**config.mk**
```make
export PLATFORM = sky130hd
export DESIGN_NAME = chrono_lap
export DESIGN_NICKNAME = d
export VERILOG_FILES = /design/src/rtl/chrono_lap.sv
export SDC_FILE = /design/constraint.sdc
export NUM_CORES = 1
export LEC_CHECK = 0
export CORE_MARGIN = 5
export CORE_UTILIZATION = 40
export DETAILED_ROUTE_END_ITERATION = 8
export GPL_ROUTABILITY_DRIVEN = 1
export HOLD_SLACK_MARGIN = 0.05
export PLACE_DENSITY_LB_ADDON = 0.2
export SYNTH_ARGS = -nofsm -noshare
export SYNTH_HDL_FRONTEND = slang
export SYNTH_SLANG_ARGS = --single-unit
```
**constraint.sdc**
```tcl
create_clock -name clk -period 2.2 [get_ports clk]
set_input_delay 0.44 -clock clk [delete_from_list [all_inputs] [get_ports clk]]
set_output_delay 0.44 -clock clk [all_outputs]
set_load 0.1 [all_outputs]
```
**src/rtl/chrono_lap.sv**
```systemverilog
// chrono_lap: run/pause/clear stopwatch with a programmable ms prescaler and binary ms/sec/min/hs fields.
// Optional lap-capture register, enabled by defining CHRONO_LAP_EN.
module chrono_lap #(
    parameter int CLK_PER_MS = 50000,
    parameter int HOURS_MAX  = 24,
    parameter int HS_W       = 5
) (
    input  logic            clk,
    input  logic            rst,
    input  logic            start_stop,
    input  logic            clear,
    input  logic            lap,
    output logic [9:0]      ms,
    output logic [5:0]      sec,
    output logic [5:0]      min,
    output logic [HS_W-1:0] hs,
    output logic            running,
    output logic            wrap,
    output logic [9:0]      lap_ms,
    output logic [5:0]      lap_sec,
    output logic [5:0]      lap_min,
    output logic [HS_W-1:0] lap_hs,
    output logic            lap_valid
);

    localparam int PRE_W = (CLK_PER_MS > 1) ? $clog2(CLK_PER_MS) : 1;
    localparam logic [PRE_W-1:0] PRE_LAST = PRE_W'(CLK_PER_MS - 1);
    localparam logic [HS_W-1:0]  HS_LAST  = HS_W'(HOURS_MAX - 1);

    typedef enum logic [1:0] {
        IDLE  = 2'd0,
        RUN   = 2'd1,
        PAUSE = 2'd2
    } state_t;

    state_t           state_q, state_d;
    logic [PRE_W-1:0] prescale_q, prescale_d;
    logic [9:0]       ms_q, ms_d;
    logic [5:0]       sec_q, sec_d;
    logic [5:0]       min_q, min_d;
    logic [HS_W-1:0]  hs_q, hs_d;
    logic             wrap_q, wrap_d;
    logic             advance, tick, msWrap, secWrap, minWrap, hsWrap;

    always_comb begin
        state_d = state_q;
        if (clear) begin
            state_d = IDLE;
        end else if (start_stop) begin
            case (state_q)
                IDLE:    state_d = RUN;
                RUN:     state_d = PAUSE;
                PAUSE:   state_d = RUN;
                default: state_d = IDLE;
            endcase
        end
    end

    // The current state decides advancing, so the RUN->PAUSE edge still counts and PAUSE->RUN does not.
    always_comb begin
        advance    = (state_q == RUN) && !clear;
        tick       = advance && (prescale_q == PRE_LAST);
        msWrap     = tick && (ms_q == 10'd999);
        secWrap    = msWrap && (sec_q == 6'd59);
        minWrap    = secWrap && (min_q == 6'd59);
        hsWrap     = minWrap && (hs_q == HS_LAST);
        prescale_d = prescale_q;
        ms_d       = ms_q;
        sec_d      = sec_q;
        min_d      = min_q;
        hs_d       = hs_q;
        wrap_d     = 1'b0;
        if (clear) begin
            prescale_d = '0;
            ms_d       = '0;
            sec_d      = '0;
            min_d      = '0;
            hs_d       = '0;
        end else begin
            if (advance) prescale_d = tick ? '0 : prescale_q + 1'b1;
            if (tick)    ms_d  = msWrap  ? 10'd0 : ms_q + 10'd1;
            if (msWrap)  sec_d = secWrap ? 6'd0  : sec_q + 6'd1;
            if (secWrap) min_d = minWrap ? 6'd0  : min_q + 6'd1;
            if (minWrap) hs_d  = hsWrap  ? '0    : hs_q + 1'b1;
            wrap_d = hsWrap;
        end
    end

    always_ff @(posedge clk or negedge rst) begin
        if (!rst) begin
            state_q    <= IDLE;
            prescale_q <= '0;
            ms_q       <= '0;
            sec_q      <= '0;
            min_q      <= '0;
            hs_q       <= '0;
            wrap_q     <= 1'b0;
        end else begin
            state_q    <= state_d;
            prescale_q <= prescale_d;
            ms_q       <= ms_d;
            sec_q      <= sec_d;
            min_q      <= min_d;
            hs_q       <= hs_d;
            wrap_q     <= wrap_d;
        end
    end

    assign ms      = ms_q;
    assign sec     = sec_q;
    assign min     = min_q;
    assign hs      = hs_q;
    assign running = (state_q == RUN);
    assign wrap    = wrap_q;

`ifdef CHRONO_LAP_EN
    logic [9:0]      lapMs_q, lapMs_d;
    logic [5:0]      lapSec_q, lapSec_d;
    logic [5:0]      lapMin_q, lapMin_d;
    logic [HS_W-1:0] lapHs_q, lapHs_d;
    logic            lapValid_q, lapValid_d;
    logic            capture;

    // Capture samples the registered fields, so a lap on a tick edge keeps the pre-increment time.
    always_comb begin
        capture    = lap && !clear && ((state_q == RUN) || (state_q == PAUSE));
        lapMs_d    = lapMs_q;
        lapSec_d   = lapSec_q;
        lapMin_d   = lapMin_q;
        lapHs_d    = lapHs_q;
        lapValid_d = lapValid_q;
        if (clear) begin
            lapValid_d = 1'b0;
        end else if (capture) begin
            lapMs_d    = ms_q;
            lapSec_d   = sec_q;
            lapMin_d   = min_q;
            lapHs_d    = hs_q;
            lapValid_d = 1'b1;
        end
    end

    always_ff @(posedge clk or negedge rst) begin
        if (!rst) begin
            lapMs_q    <= '0;
            lapSec_q   <= '0;
            lapMin_q   <= '0;
            lapHs_q    <= '0;
            lapValid_q <= 1'b0;
        end else begin
            lapMs_q    <= lapMs_d;
            lapSec_q   <= lapSec_d;
            lapMin_q   <= lapMin_d;
            lapHs_q    <= lapHs_d;
            lapValid_q <= lapValid_d;
        end
    end

    assign lap_ms    = lapMs_q;
    assign lap_sec   = lapSec_q;
    assign lap_min   = lapMin_q;
    assign lap_hs    = lapHs_q;
    assign lap_valid = lapValid_q;
`else
    logic unusedLap;
    assign unusedLap = lap;
    assign lap_ms    = '0;
    assign lap_sec   = '0;
    assign lap_min   = '0;
    assign lap_hs    = '0;
    assign lap_valid = 1'b0;
`endif

endmodule

```
Yosys cells after proc, flatten, opt, wreduce, memory -nomap -nowiden:

Cells that the tools add are included.

* add/sub/neg operators: 5
* equal/unequal tests: 7
* muxes and demuxes: 19
* reduce and logical (&&, ||, !) cells: 15

Operators with widths (count)
* $mux 16: 3
* $mux 6: 6
* $mux 10: 3
* $add 16x1->16 const B: 1
* $eq 16x16->1 const B: 1
* $mux 5: 3
* $add 6x1->6 const B: 2
* $eq 6x6->1 const B: 2
* $reduce_bool 2->1: 6
* $add 10x1->10 const B: 1
* $eq 10x10->1 const B: 1
* $logic_and 1x1->1: 6
* $add 5x1->5 const B: 1
* $eq 5x5->1 const B: 1
* $mux 2: 2
* $pmux 2 s2: 1
* $eq 2x1->1 const B: 1
* $eq 2x2->1 const B: 1
* $logic_not 2->1: 1
* $reduce_or 2->1: 1
* $logic_not 1->1: 1
* $mux 1: 1

* input bits: 5
* flip-flop bits (word level): 46
* word-level logic and storage cells: 53

Logic depth before layout (Yosys ltp):

Gate-level depths: netlist (run 1).

* word-level depth: 10
* depth in mapped cells: 8
* gate-level depth less buffers: 6

Least setup slack after synthesis (run 1):

No wires, ideal clock.

* path kind: register to register
* start: register ms_q[1], in the netlist ms[1]
* end: register sec_q[3], in the netlist sec[3]
* data required time: 2.104 ns
* clock period less this slack: 2.639 ns
* slack: -0.439 ns
* library setup time: 0.096 ns
* data arrival time: 2.543 ns
* cell stages (with the launch flop): 8
* buffers on the path: 1
* path through: dfrtp_1 -> ha_1 -> nand2_1 -> nor4_4 -> and2_1 -> buf_6 -> a41oi_2 -> a311oi_2

* word-level cells in the longest chain between the ends: 6

Ends and longest elaborated chain
* start, declared: RTL line 38 `logic [9:0] ms_q, ms_d;`
* start signal, assigned: RTL line 101 `ms_q <= ms_d;`
* $eq 10x10->1 (*): RTL line 63 `msWrap = tick && (ms_q == 10'd999);`
* $logic_and 1x1->1 (*): RTL line 63
* $logic_and 1x1->1: RTL line 64 `secWrap = msWrap && (sec_q == 6'd59);`
* $mux 6 (2 in a row): RTL line 82 `if (msWrap) sec_d = secWrap ? 6'd0 : sec_q + 6'd1;`
* $mux 6: RTL line 73 `if (clear) begin`
* end signal, assigned: RTL line 94 `sec_q <= '0;`
* end signal, assigned: RTL line 102 `sec_q <= sec_d;`
* end, declared: RTL line 39 `logic [5:0] sec_q, sec_d;`

Mark *: on every way between the ends. The rest lies on a longest branch, timed or not. The select of a mux whose other input is x is not followed.
A chain may end at the register's enable or synchronous reset.

Final worst setup path (run 1):

* start: register ms_q[4], in the netlist ms[4]
* end: register min_q[4], in the netlist min[4]

* word-level cells in the longest chain between the ends: 7

Ends and longest elaborated chain
* $eq 10x10->1 (*): RTL line 63
* $logic_and 1x1->1 (*): RTL line 63
* $logic_and 1x1->1 (*): RTL line 64
* $logic_and 1x1->1: RTL line 65 `minWrap = secWrap && (min_q == 6'd59);`
* $mux 6 (2 in a row): RTL line 83 `if (secWrap) min_d = minWrap ? 6'd0 : min_q + 6'd1;`
* $mux 6: RTL line 73
* end signal, assigned: RTL line 103 `min_q <= min_d;`
* end, declared: RTL line 40 `logic [5:0] min_q, min_d;`

Marked as above.

==> impl_metrics.yaml, run 1 <==
routing:
  drc: 0
  drt-pass1-iter-count: 4
  drt.antenna.violating_nets: 0
  vias_per_cell: 5.32
  avgRoutedWirePerCell_um: 14.4
  drt_iter0_markers: 72
  vias: 2331
  drt-total-wl_um: 6310
power:
  p_clk_share_pct: 35.0
  p_per_area_nw_per_um2: 549
  seqPwrFrac_pct: 47.1
  p_comb_share_pct: 17.9
  switching_share_pct: 32.3
  intPower_mw: 1.23
  p_leak_nw: 1.49
  switching_power_mw: 0.587
  peakVddDrop_v: 0.000194
timing:
  tns_ps: 0
  setup_slack_ps: 81.1
  hold_violations: 0
  period_needed_ps: 2120
  rsz0062_at_grt: "no"
  skew_ps: 6.62
  timing.fmax_ghz: 0.472
  setup_viol: 0
  report.final.slew_viol_count: 0
  period_share_pct: 96.3
die:
  core_area_um2: 6720
  chipHeight_um: 92.6
  die_w_um: 92.6
  die_area_um2: 8570
  num_rows: 30
  top_level_ports: 62
  start_util_pct: 40.6
global_routing:
  grt-ovfl-total: 0
  antenna_found_initial: 0
  grt_pass1_vias: 2258
  grtUsageTotal_pct: 15.5
  grt_max_degree: 22
  grt_pass1_wl_um: 10700
critical_path:
  cp.buffers_inverters: 1
  path_cells: "or3b_4 > nor3_4 > nand4_1 > buf_4 > or4b_1 > a21oi_1"
  critPathKind: "reg2reg"
  max_stage_delay_ps: 500
  end_kind: "register"
  critical_path_required_ps: 2430
  cp_data_arrival_time_ps: 2350
  cp-start-kind: "register"
  crit_slowest_cell: "dfrtp_4"
  critical-path-top-delay-family: "simple AND/OR/NAND/NOR gates"
  worstPathMaxFanout: 12
clock_tree:
  cts.path.max_buffers: 2
  clk_latency_ps: 300
  htreeDepth: 2
  cts_inserted_buffers: 5
  clk_root_buffer_cell: "clkbuf_8"
  cts_sinks: 46
  path_clk_slew_ps: 90
  post-cts-setup-buffers: 0
  tritoncts: "yes"
final_layout:
  fillCellCount: 637
  syn_to_final_growth_pct: 21.3
  nets: 367
  drive_above_1_share_pct: 27.4
  final_common_cell: "buf_4"
  antennaDiodeCount: 0
  mostFrequentLayoutCells: "buf_4 (55), nor2_1 (32), nand2_1 (28), conb_1 (28), dfrtp_1 (27)"
synth:
  async_reset_ff_share_pct: 100
  yosysUniqueCellTypes: 48
  synth_area_per_cell_um2: 9.10
  yosysWarningCount: 0
  seq_area_frac_synth_pct: 42.2
  synthFlopType: "dfrtp_1"
  synthCells: 300
  synth_edf_count: 0
  synth_area_um2: 2730
  ys_seq_elements: 46
place:
  dp_slack_ps: -205
  numPortBuffers: 32
  place_congestion: 0.817
  dpl.hpwl_um: 4710
outcome:
  status: "completed"
worst_hold_path:
  hp-class: "in2async"
flow_run:
  drv_cap: 0
## cell usage after synthesis, types with 3 or more instances
master,count,share of area (%)
clkbuf_1,5,0.69
nand4_1,14,3.2
buf_4,28,7.7
nand3_1,21,3.9
xor2_1,12,3.9
a21oi_1,20,3.7
nor3_1,8,1.5
buf_2,3,0.55
and4_1,3,0.96
inv_1,4,0.55
dfrtp_1,46,42
nor4_1,3,0.69
o21ai_0,11,2.0
or3_1,5,1.1
nand2_1,28,3.9
nor2_1,32,4.4
xnor2_1,6,1.9
ha_1,5,2.3
mux2i_1,3,1.1
and3_1,4,0.92
## power by group through the flow
stage / clock [mW] / combinational, mW / sequential [mW]
floorplan: 0 / 0.304 / 0.872
global placement: 0 / 0.323 / 0.873
detailed placement: 0 / 0.325 / 0.874
CTS: 0.657 / 0.325 / 0.856
global route: 0.693 / 0.341 / 0.858
finish: 0.636 / 0.325 / 0.856
## kinds of logic after synthesis
family / count (synthesis) / synth area share [%]
buffers and inverters: 41 / 9.90
xor gates and xnor gates: 18 / 5.78
AOI/OAI and AO/OA: 44 / 9.90
adders and majority gates: 5 / 2.29
and+or+nand+nor: 140 / 27.9
DFF: 46 / 42.2
other: 1 / 0.137
muxes: 5 / 1.93
## through the flow
stage	area [µm²]	util [%]	total power, mW	std cells	hold WS, ps
floorplan	2870	-	1.18	327	144
global placement	3190	47.5	1.20	430	417
detailed placement	3190	47.5	1.20	430	414
CTS	3300	49.1	1.84	438	79.7
global route	3310	49.3	1.89	438	94.8
finish	3310	49.3	1.82	438	66.5
## path summary, 6_finish.rpt
check / slack (ps) / cells past startpoint / from / to
worst max-delay path: 80 / 6 / ms[4] / min[4]
worst min-delay path: 70 / 1 / rst / prescale_q[15]
worst max register to register: 80 / 6 / ms[4] / min[4]
worst min register to register: 520 / 1 / prescale_q[14] / prescale_q[14]
max in group asynchronous: 1640 / 2 / rst / hs[2]
min in group clk: 520 / 1 / prescale_q[14] / prescale_q[14]
## sequential cells by signal, indices dropped and copies added (netlist names)
name	flops
prescale_q	16
ms	10
min	6
sec	6
hs	5
state_q	2
wrap	1
## area by class of cell
class                   instances  area [µm²]  area share, %
repair buffers                 60         478           14.4
multi-input cells             240        1420           43.0
well taps                      80         100           3.02
flip-flops and latches         46        1190           35.9
clock inverters                 1        30.0          0.907
clock buffers                   7        76.3           2.31
inverters                       4        15.0          0.454
## per-layer routing
layer  routed length (µm)  track usage, %  up-vias
met4                  114            5.82        0
met1                 2980            20.6     1115
met3                  354            3.33       10
li1                     -               -     1125
met5                    0               0        -
met2                 2870            24.7       81
## repair_timing
item,CTS,global route
endpoints found under the hold margin,0,0
hold buffers,0,0
endpoints found under the setup margin,0,6
resized for setup,0,3
(Power assumes the default switching activity.)
==> run 2: changes to the inputs <==
Settings changed: CORE_MARGIN 5 to not set.
==> run 2 against run 1 <==
Net effect: fmax is 0.93% higher; total power is 0.65% lower; final area is 2.0% lower; clock skew is 4.2 ps higher; sequential power hardly changed; non-clock buffer count is 7 lower; combinational power is 2% lower; hold slack better by 120 ps; critical endpoint is now min[3].
==> impl_metrics.yaml, run 2 (synthesized netlist as in run 1, its figures left out) <==
outcome:
  status: "completed"
timing:
  period_needed_ps: 2100
  worstMarginPinSlew_ps: 719
  setup_viol: 0
  rsz0062_at_grt: "no"
  tns_ps: 0
  holdWs_ps: 185
  timing.fmax_ghz: 0.476
  skew_ps: 10.8
  hold_violations: 0
  period_share_pct: 95.4
  report.final.slew_viol_count: 0
  setup_slack_ps: 101
  slew_headroom_pct: 52.1
die:
  die_w_um: 84.6
  core_area_um2: 6460
  num_rows: 29
  die_area_um2: 7160
  start_util_pct: 42.3
  chipHeight_um: 84.6
  top_level_ports: 62
global_routing:
  grt-ovfl-total: 0
  antenna_found_initial: 0
  grt_pass1_wl_um: 10600
  grt_max_degree: 31
  grt_pass1_vias: 2170
  grtUsageTotal_pct: 18.5
final_layout:
  drive_above_1_share_pct: 25.9
  regMostFlops: "prescale_q"
  largest_reg_flops: 16
  mostFrequentLayoutCells: "buf_4 (49), nor2_1 (32), nand2_1 (28), conb_1 (28), dfrtp_1 (27)"
  final_core_util_pct: 50.2
  final_common_cell: "buf_4"
  antennaDiodeCount: 0
  nets: 360
  design_area_um2: 3240
  fillCellCount: 617
  fin_cells: 428
  syn_to_final_growth_pct: 18.8
critical_path:
  critical-path-top-delay-family: "simple AND/OR/NAND/NOR gates"
  max_stage_delay_ps: 510
  end_kind: "register"
  cp_data_arrival_time_ps: 2330
  cp-start-kind: "register"
  crit_cells: 6
  r2r_cells: 6
  path_cells: "or3b_4 > nor3_4 > nand4_1 > buf_4 > or3b_2 > a21oi_1"
  critPathKind: "reg2reg"
  cp.buffers_inverters: 1
  worstPathMaxFanout: 13
  rrSetupSlack_ps: 100
  crit_end: "min[3]"
  reg2reg_from: "ms[4]"
  crit_slowest_cell: "dfrtp_4"
  critPathLaunch: "ms[4]"
  r2r_end: "min[3]"
  critical_path_required_ps: 2430
place:
  numPortBuffers: 32
  postPlaceCellArea_um2: 3120
  dpl.hpwl_um: 4400
  place_congestion: 0.818
  placedCellCount: 420
  dp_slack_ps: -177
clock_tree:
  tritoncts: "yes"
  cts_inserted_buffers: 5
  cts_sinks: 46
  post_cts_resized: 0
  htreeDepth: 2
  clk_latency_ps: 300
  post-cts-setup-buffers: 0
  cts.path.max_buffers: 2
  cts.hold.buffers_added: 0
  clk_root_buffer_cell: "clkbuf_8"
  path_clk_slew_ps: 90
routing:
  drt.antenna.violating_nets: 0
  drt-total-wl_um: 6010
  vias: 2272
  drt_iter0_markers: 128
  drt-pass1-iter-count: 6
  drc: 0
  avgRoutedWirePerCell_um: 14.1
  vias_per_cell: 5.31
power:
  p_per_area_nw_per_um2: 557
  p_total_mw: 1.81
  peakVddDrop_v: 0.000346
  p_leak_nw: 1.44
flow_run:
  drv_cap: 0
worst_hold_path:
  hp-class: "in2async"
run 2: cell types whose count changed in the layout (fill, tap and decap cells not counted), sizes merged:
cell	delta
buf	-7
clkbuf	-1
clkinvlp	+1
run 2: how the worst min path moves through the flow:
stage	start	to	slack [ps]	cells after the start
after floorplan	rst	hs[0]	140	0
after global placement	prescale_q[14]	prescale_q[14]	500	1
after detailed placement	prescale_q[14]	prescale_q[14]	500	1
after CTS	rst	ms[0]	200	1
after global routing	rst	sec[0]	230	1
final	rst	ms[7]	190	1
run 2: power breakdown:
| group | switching [mW] | internal [mW] |
|---|---|---|
| registers | 0.00600 | 0.850 |
| logic | 0.283 | 0.0364 |
| clock network | 0.291 | 0.339 |
run 2: cell type report:
type / instances / area [µm²] / area share [%]
multi-input combinational: 240 / 1420 / 43.8
sequential: 46 / 1190 / 36.6
timing repair buffer: 53 / 413 / 12.7
tap: 77 / 96.3 / 2.97
clock buffer: 6 / 72.6 / 2.24
clock inverter: 2 / 37.5 / 1.16
inverter: 4 / 15.0 / 0.463
run 2: routing by layer:
layer	part of all wire, %	global-route usage [%]	vias to the layer above
met5	0	0	-
met4	0.52	4.78	0
met3	4.0	3.44	2
met2	47	28.8	58
met1	48	26.5	1107
li1	-	-	1105
run 2: worst register-to-register path, cell delays in order (launching register included):
cell and delay (ps):
dfrtp_4 510, or3b_4 440, nor3_4 180, nand4_1 110, buf_4 180, or3b_2 470
a21oi_1 150
